--- src/rtl/tap_pattern_decoder_pkg.sv ---
// tap_pattern_decoder_pkg: default tap delays, holdoff, counter width and FSM state encodings
package tap_pattern_decoder_pkg;
  localparam int DEF_TAP0 = 0;
  localparam int DEF_TAP1 = 2;
  localparam int DEF_TAP2 = 8;
  localparam int DEF_HOLDOFF = 8;
  localparam int DEF_CNT_W = 8;
  localparam logic [0:0] ST_HUNT = 1'b0;
  localparam logic [0:0] ST_BLANK = 1'b1;
  function automatic int win_len(input int tap2);
    return tap2 + 1;
  endfunction
endpackage

--- src/rtl/tap_pattern_decoder_if.sv ---
// tap_pattern_decoder_if: line/enable inputs and decode outputs; master drives en/line_in, slave is the decoder
interface tap_pattern_decoder_if
  import tap_pattern_decoder_pkg::*;
#(
  parameter int CNT_W = DEF_CNT_W
);
  logic en;
  logic line_in;
  logic dec_pulse;
  logic busy;
  logic [CNT_W-1:0] dec_cnt;
  logic coll_pulse;
  modport master(output en, line_in, input dec_pulse, busy, dec_cnt, coll_pulse);
  modport slave(input en, line_in, output dec_pulse, busy, dec_cnt, coll_pulse);
endinterface

--- src/rtl/tap_pattern_decoder_window_sr.sv ---
// tap_window_sr: WIN-bit sliding window (clk, rst, en, d in; q out), newest sample in q[0]
module tap_window_sr #(
  parameter int WIN = 9
) (
  input  logic clk,
  input  logic rst,
  input  logic en,
  input  logic d,
  output logic [WIN-1:0] q
);
  always_ff @(posedge clk)
    if (rst) q <= '0;
    else if (en) q <= {q[WIN-2:0], d};
endmodule

--- src/rtl/tap_pattern_decoder.sv ---
// tap_pattern_decoder: correlates a sliding window against the 3-tap pattern; ports clk, rst, bus (slave: en, line_in -> dec_pulse, busy, dec_cnt, coll_pulse); strict collision check enabled by TAP_DECODE_STRICT_EN
module tap_pattern_decoder
  import tap_pattern_decoder_pkg::*;
#(
  parameter int TAP0 = DEF_TAP0,
  parameter int TAP1 = DEF_TAP1,
  parameter int TAP2 = DEF_TAP2,
  parameter int HOLDOFF = DEF_HOLDOFF,
  parameter int CNT_W = DEF_CNT_W
) (
  input logic clk,
  input logic rst,
  tap_pattern_decoder_if.slave bus
);
  localparam int WIN = win_len(TAP2);
  localparam int BW = $clog2(HOLDOFF + 1);
  localparam logic [WIN-1:0] TAP_MASK = WIN'((1 << (TAP2 - TAP0)) | (1 << (TAP2 - TAP1)) | 1);
  logic [WIN-1:0] sr;
  logic [0:0] state;
  logic [BW-1:0] blank_cnt;
  logic [CNT_W-1:0] dec_cnt;
  logic dec_pulse, coll_pulse, taps, match, coll_hit, hunt;
  tap_window_sr #(.WIN(WIN)) u_sr (.clk(clk), .rst(rst), .en(bus.en), .d(bus.line_in), .q(sr));
  assign taps = &(sr | ~TAP_MASK);
`ifdef TAP_DECODE_STRICT_EN
  logic extra;
  assign extra = |(sr & ~TAP_MASK);
  assign match = taps & ~extra;
  assign coll_hit = taps & extra;
`else
  assign match = taps;
  assign coll_hit = 1'b0;
`endif
  assign hunt = state == ST_HUNT;
  always_ff @(posedge clk)
    if (rst) begin
      state <= ST_HUNT;
      blank_cnt <= '0;
      dec_pulse <= 1'b0;
      coll_pulse <= 1'b0;
      dec_cnt <= '0;
    end else begin
      dec_pulse <= bus.en & hunt & match;
      coll_pulse <= bus.en & hunt & coll_hit;
      if (bus.en) begin
        if (hunt && match) begin
          state <= ST_BLANK;
          blank_cnt <= BW'(HOLDOFF - 1);
          dec_cnt <= dec_cnt + CNT_W'(dec_cnt != '1);
        end else if (!hunt) begin
          // a match seen on the final blank cycle is dropped; HUNT is re-entered first
          state <= blank_cnt == '0 ? ST_HUNT : ST_BLANK;
          blank_cnt <= blank_cnt == '0 ? '0 : blank_cnt - 1'b1;
        end
      end
    end
  assign bus.dec_pulse = dec_pulse;
  assign bus.coll_pulse = coll_pulse;
  assign bus.busy = state == ST_BLANK;
  assign bus.dec_cnt = dec_cnt;
endmodule

--- src/flat_wrapper.sv ---
// flat-port wrapper written by rule: the top's interface ports become plain ports
module tap_pattern_decoder_flat import tap_pattern_decoder_pkg::*;
#(
  parameter int TAP0 = DEF_TAP0,
  parameter int TAP1 = DEF_TAP1,
  parameter int TAP2 = DEF_TAP2,
  parameter int HOLDOFF = DEF_HOLDOFF,
  parameter int CNT_W = DEF_CNT_W
)
  (clk, rst, bus_en, bus_line_in, bus_dec_pulse, bus_busy, bus_dec_cnt, bus_coll_pulse);
  tap_pattern_decoder_if #(.CNT_W(CNT_W)) bus_i ();
  input logic clk;
  input logic rst;
  input wire logic [$bits(bus_i.en)-1:0] bus_en;
  input wire logic [$bits(bus_i.line_in)-1:0] bus_line_in;
  output wire logic [$bits(bus_i.dec_pulse)-1:0] bus_dec_pulse;
  output wire logic [$bits(bus_i.busy)-1:0] bus_busy;
  output wire logic [$bits(bus_i.dec_cnt)-1:0] bus_dec_cnt;
  output wire logic [$bits(bus_i.coll_pulse)-1:0] bus_coll_pulse;
  assign bus_i.en = bus_en;
  assign bus_i.line_in = bus_line_in;
  assign bus_dec_pulse = bus_i.dec_pulse;
  assign bus_busy = bus_i.busy;
  assign bus_dec_cnt = bus_i.dec_cnt;
  assign bus_coll_pulse = bus_i.coll_pulse;
  tap_pattern_decoder #(.TAP0(TAP0), .TAP1(TAP1), .TAP2(TAP2), .HOLDOFF(HOLDOFF), .CNT_W(CNT_W)) u_core (.clk(clk), .rst(rst), .bus(bus_i));
endmodule
--- config.mk ---
export PLATFORM = sky130hd
export DESIGN_NAME = tap_pattern_decoder_flat
export DESIGN_NICKNAME = d
export VERILOG_FILES = /design/src/rtl/tap_pattern_decoder_pkg.sv /design/src/rtl/tap_pattern_decoder_if.sv /design/src/rtl/tap_pattern_decoder_window_sr.sv /design/src/rtl/tap_pattern_decoder.sv /design/src/flat_wrapper.sv
export SDC_FILE = /design/constraint.sdc
export NUM_CORES = 1
export LEC_CHECK = 0
export BUFFER_PORTS_ARGS = -buffer_cell sky130_fd_sc_hd__buf_2
export CAP_MARGIN = 10
export CORE_ASPECT_RATIO = 1.4
export CORE_UTILIZATION = 50
export CTS_CLUSTER_DIAMETER = 50
export DETAILED_ROUTE_END_ITERATION = 10
export PLACE_DENSITY = 0.7
export SLEW_MARGIN = 10
export SYNTH_ARGS = -nofsm -noshare
export SYNTH_HDL_FRONTEND = slang
export SYNTH_SLANG_ARGS = --single-unit
--- constraint.sdc ---
create_clock -name clk -period 2.1 [get_ports clk]
set_clock_uncertainty 0.2 [all_clocks]
set_input_delay 0.315 -clock clk [delete_from_list [all_inputs] [get_ports clk]]
set_output_delay 0.315 -clock clk [all_outputs]
set_load 0.02 [all_outputs]
==> run_results.csv <==
group,metric,value,unit
timing,final-hold-violation-count,0,
clocking,clkTransAtPathRegs,0.13,ns
synthesis,seq_area_frac_synth,0.4724,
global_route,grt_overflow_total,0,
critical_path,r2r-end,"u_core.bus.dec_cnt[4]$_SDFFE_PP0P_",
critical_path,cp-startpoint,"u_core.bus.dec_cnt[4]$_SDFFE_PP0P_",
die,core_region_area,1802,um^2
detailed_routing,drtIter0Drc,7,
critical_path,setup.worst_path.end_class,"flop",
global_route,track_usage,0.1777,
clocking,root_buffer,"clkbuf_4",
synthesis,syn_nets,113,
synthesis,synth_common_cells,"dfxtp_1, nor2_1, mux2i_1",
critical_path,cp_data_arrival_time,1.96,ns
power,clkPwrFrac,0.302,
hold_path,hp-class,"input pin to flop",
final_layout,layout-drive-gt1-share,0.2083,
power,pwr_density_cell,617.0,nW/um^2
placement,numPortBuffers,13,
clocking,ctsHoldBuffers,0,
synthesis,yosys_warnings,0,
global_route,grt_antenna_before_repair,0,
die,io_pins,15,
critical_path,crit_type,"flop to flop",
detailed_routing,vias,777,
die,initial_core_util,0.5410,
detailed_routing,dr.pass1.iters,4,
detailed_routing,ant_nets,0,
timing,final_max_slew_viol_count,0,
timing,tns,0,ns
die,rows,18,
clocking,cts_buffers,3,
die,die_y,54.24,um
die,die_w,39.32,um
global_route,grt_start_max_net_pins,25,
final_layout,num-nets-final,127,
critical_path,cp-start-kind,"flop",
critical_path,rr_worst_depth,9,
final_layout,diodes,0,
critical_path,crit_top_cell,"ha_1",
power,leakagePower,0.4391,nW
global_route,grt_pass1_wl,2622,um
detailed_routing,wl,1724,um
global_route,grt_pass1_vias,667,
power,irDropWorstVdd,0.0003829,V
placement,hpwl,1195,um
critical_path,timing.rr.start,"u_core.bus.dec_cnt[4]$_SDFFE_PP0P_",
synthesis,synth_ff_type,"dfxtp_1",
critical_path,crit_chain,"nand3_1 > nor2_2 > nand4_1 > ha_1 > ha_1 > nand2b_1 > nor3_1 > xnor2_1 > nor2_1",
critical_path,path_max_fanout,3,
synthesis,avgSynthCellArea,9.109,um^2
critical_path,crit_required,2.10,ns
clocking,cts_sinks,23,
critical_path,rrSetupSlack,0.15,ns
synthesis,synthCells,107,
power,p_int,0.5184,mW
final_layout,utilization,0.6000,
timing,min_period_over_period,0.9300,
power,sequentialPowerShare,0.661,
timing,setup_violations,0,
critical_path,cpPeakStageDelay,0.39,ns
detailed_routing,post_drt_wl_per_cell,12.31,um
synthesis,ys_types,26,
synthesis,yosys.area.top_type,"dfxtp_1",
power,swShare,0.2228,
run,max_cap_viol_count,0,
detailed_routing,drc,0,
critical_path,setup.worst_path.end,"u_core.bus.dec_cnt[4]$_SDFFE_PP0P_",
synthesis,yosysTopAreaCellShare,0.4724,
synthesis,synth_edf_count,0,
synthesis,synth_area_leaders,"dfxtp_1, mux2i_1, nor2_1",
synthesis,synthArstFlopShare,0,
hold_path,min_from,"bus_line_in",
timing,fin_crit,1.953,ns
timing,max_freq,512.1,MHz
outcome,outcome,"finished, final reports clean",
detailed_routing,routed_via_density,5.550,
timing,rsz0062_at_grt,"false",
critical_path,cp_slowest_cell,"dfxtp_1",
power,power_switching,0.1486,mW
synthesis,ys_ff_latch,23,
clocking,htreeDepth,1,
placement,finalWeightedCongestion,0.7084,
clocking,cts_buffer_depth,2,
synthesis,synth_most_common_cell,"dfxtp_1",
die,die-area,2132,um^2
clocking,cts_tree,"built",
clocking,worst_skew_pair.late_latency,0.31,ns
final_layout,areaGrowthSynthToFinish,10.91,%
power,p_comb_frac,0.037,
synthesis,syn-cell-area,974.7,um^2
-- flip-flops by register name, indices dropped and copies added (netlist names) --
| name | count |
|---|---|
| u_core.bus.busy | 1 |
| u_core.bus.dec_pulse | 1 |
| u_core.u_sr.q | 9 |
| u_core.blank_cnt | 4 |
| u_core.bus.dec_cnt | 8 |
-- power by group through the flow --
stage / combinational [mW] / clock, mW / sequential (mW)
after floorplan: 0.0190 / 0 / 0.450
after global placement: 0.0249 / 0 / 0.451
after detailed placement: 0.0249 / 0 / 0.451
after CTS: 0.0251 / 0.206 / 0.441
after global routing: 0.0274 / 0.217 / 0.441
final: 0.0245 / 0.202 / 0.441
-- stage by stage --
| stage | worst slack (ns) | hold slack [ns] | area, um^2 | power (mW) | std cells |
|---|---|---|---|---|---|
| 3_5_place_dp | 0.1506 | 0.2836 | 1049 | 0.4758 | 136 |
| 5_1_grt | 0.0006644 | 0.06343 | 1081 | 0.6861 | 140 |
| 4_1_cts | 0.1242 | 0.02544 | 1076 | 0.6720 | 140 |
| 3_3_place_gp | 0.2460 | 0.2766 | 1049 | 0.4756 | 136 |
| 2_1_floorplan | 0.1779 | 0.1874 | 974.7 | 0.4691 | 107 |
| 6_report | 0.1471 | 0.03009 | 1081 | 0.6670 | 140 |
-- cells by family after synthesis --
group           share of synthesized area
fa+ha+maj                         0.02567
simple gates                       0.2516
flops                              0.4724
buf+inv                           0.03594
compound gates                    0.06033
other cells                      0.003847
mux                                0.1143
xor+xnor                          0.03594
-- cells in the final DEF (no fill, tap or decap), types with 4 or more instances in the layout --
master,netlist,final
a21oi_1,7,7
nor4_1,5,5
nor2_1,17,16
nand2_1,9,9
mux2i_1,10,10
buf_2,1,13
xnor2_1,4,4
dfxtp_1,23,21
-- worst min path at each step --
stage                                                   to  slack [ns]  cells past startpoint
final                        u_core.u_sr.q[0]$_SDFFE_PP0P_        0.03                      3
after global routing         u_core.u_sr.q[0]$_SDFFE_PP0P_        0.06                      3
after CTS                    u_core.u_sr.q[0]$_SDFFE_PP0P_        0.03                      3
after detailed placement     u_core.u_sr.q[5]$_SDFFE_PP0P_        0.28                      2
after global placement       u_core.u_sr.q[5]$_SDFFE_PP0P_        0.28                      2
after floorplan           u_core.blank_cnt[1]$_SDFFE_PP0P_        0.19                      1
-- what timing repair did --
| item | in CTS | in global routing |
|---|---|---|
| resized for setup | 0 | 3 |
| endpoints found under the setup margin | 0 | 2 |
| setup buffers | 0 | 0 |
-- per-layer routing --
layer / up-vias / GRT usage / share of wire
li1: 399 / - / -
met1: 362 / 0.2015 / 0.45
met2: 14 / 0.3083 / 0.51
met3: 2 / 0.02439 / 0.032
met4: 0 / 0.1034 / 0.0081
met5: - / 0 / 0
-- critical path, delay by kind of cell (launching register included) --
kind                     cells  cell delay, ns
AND/OR/NAND/NOR              6            0.69
flip-flops                   1            0.39
XOR/XNOR                     1            0.14
adder cells (fa/ha/maj)      2            0.43
-- area by class of cell --
| type | instances | area (um^2) |
|---|---|---|
| Sequential cell | 23 | 462.9 |
| Multi-Input combinational cell | 76 | 481.7 |
| Clock inverter | 1 | 5.005 |
| Timing Repair Buffer | 14 | 72.57 |
| Fill cell | 161 | 720.7 |
| Tap cell | 20 | 25.02 |
| Inverter | 3 | 11.26 |
| Clock buffer | 3 | 22.52 |
Power figures use the tool's default switching activity.
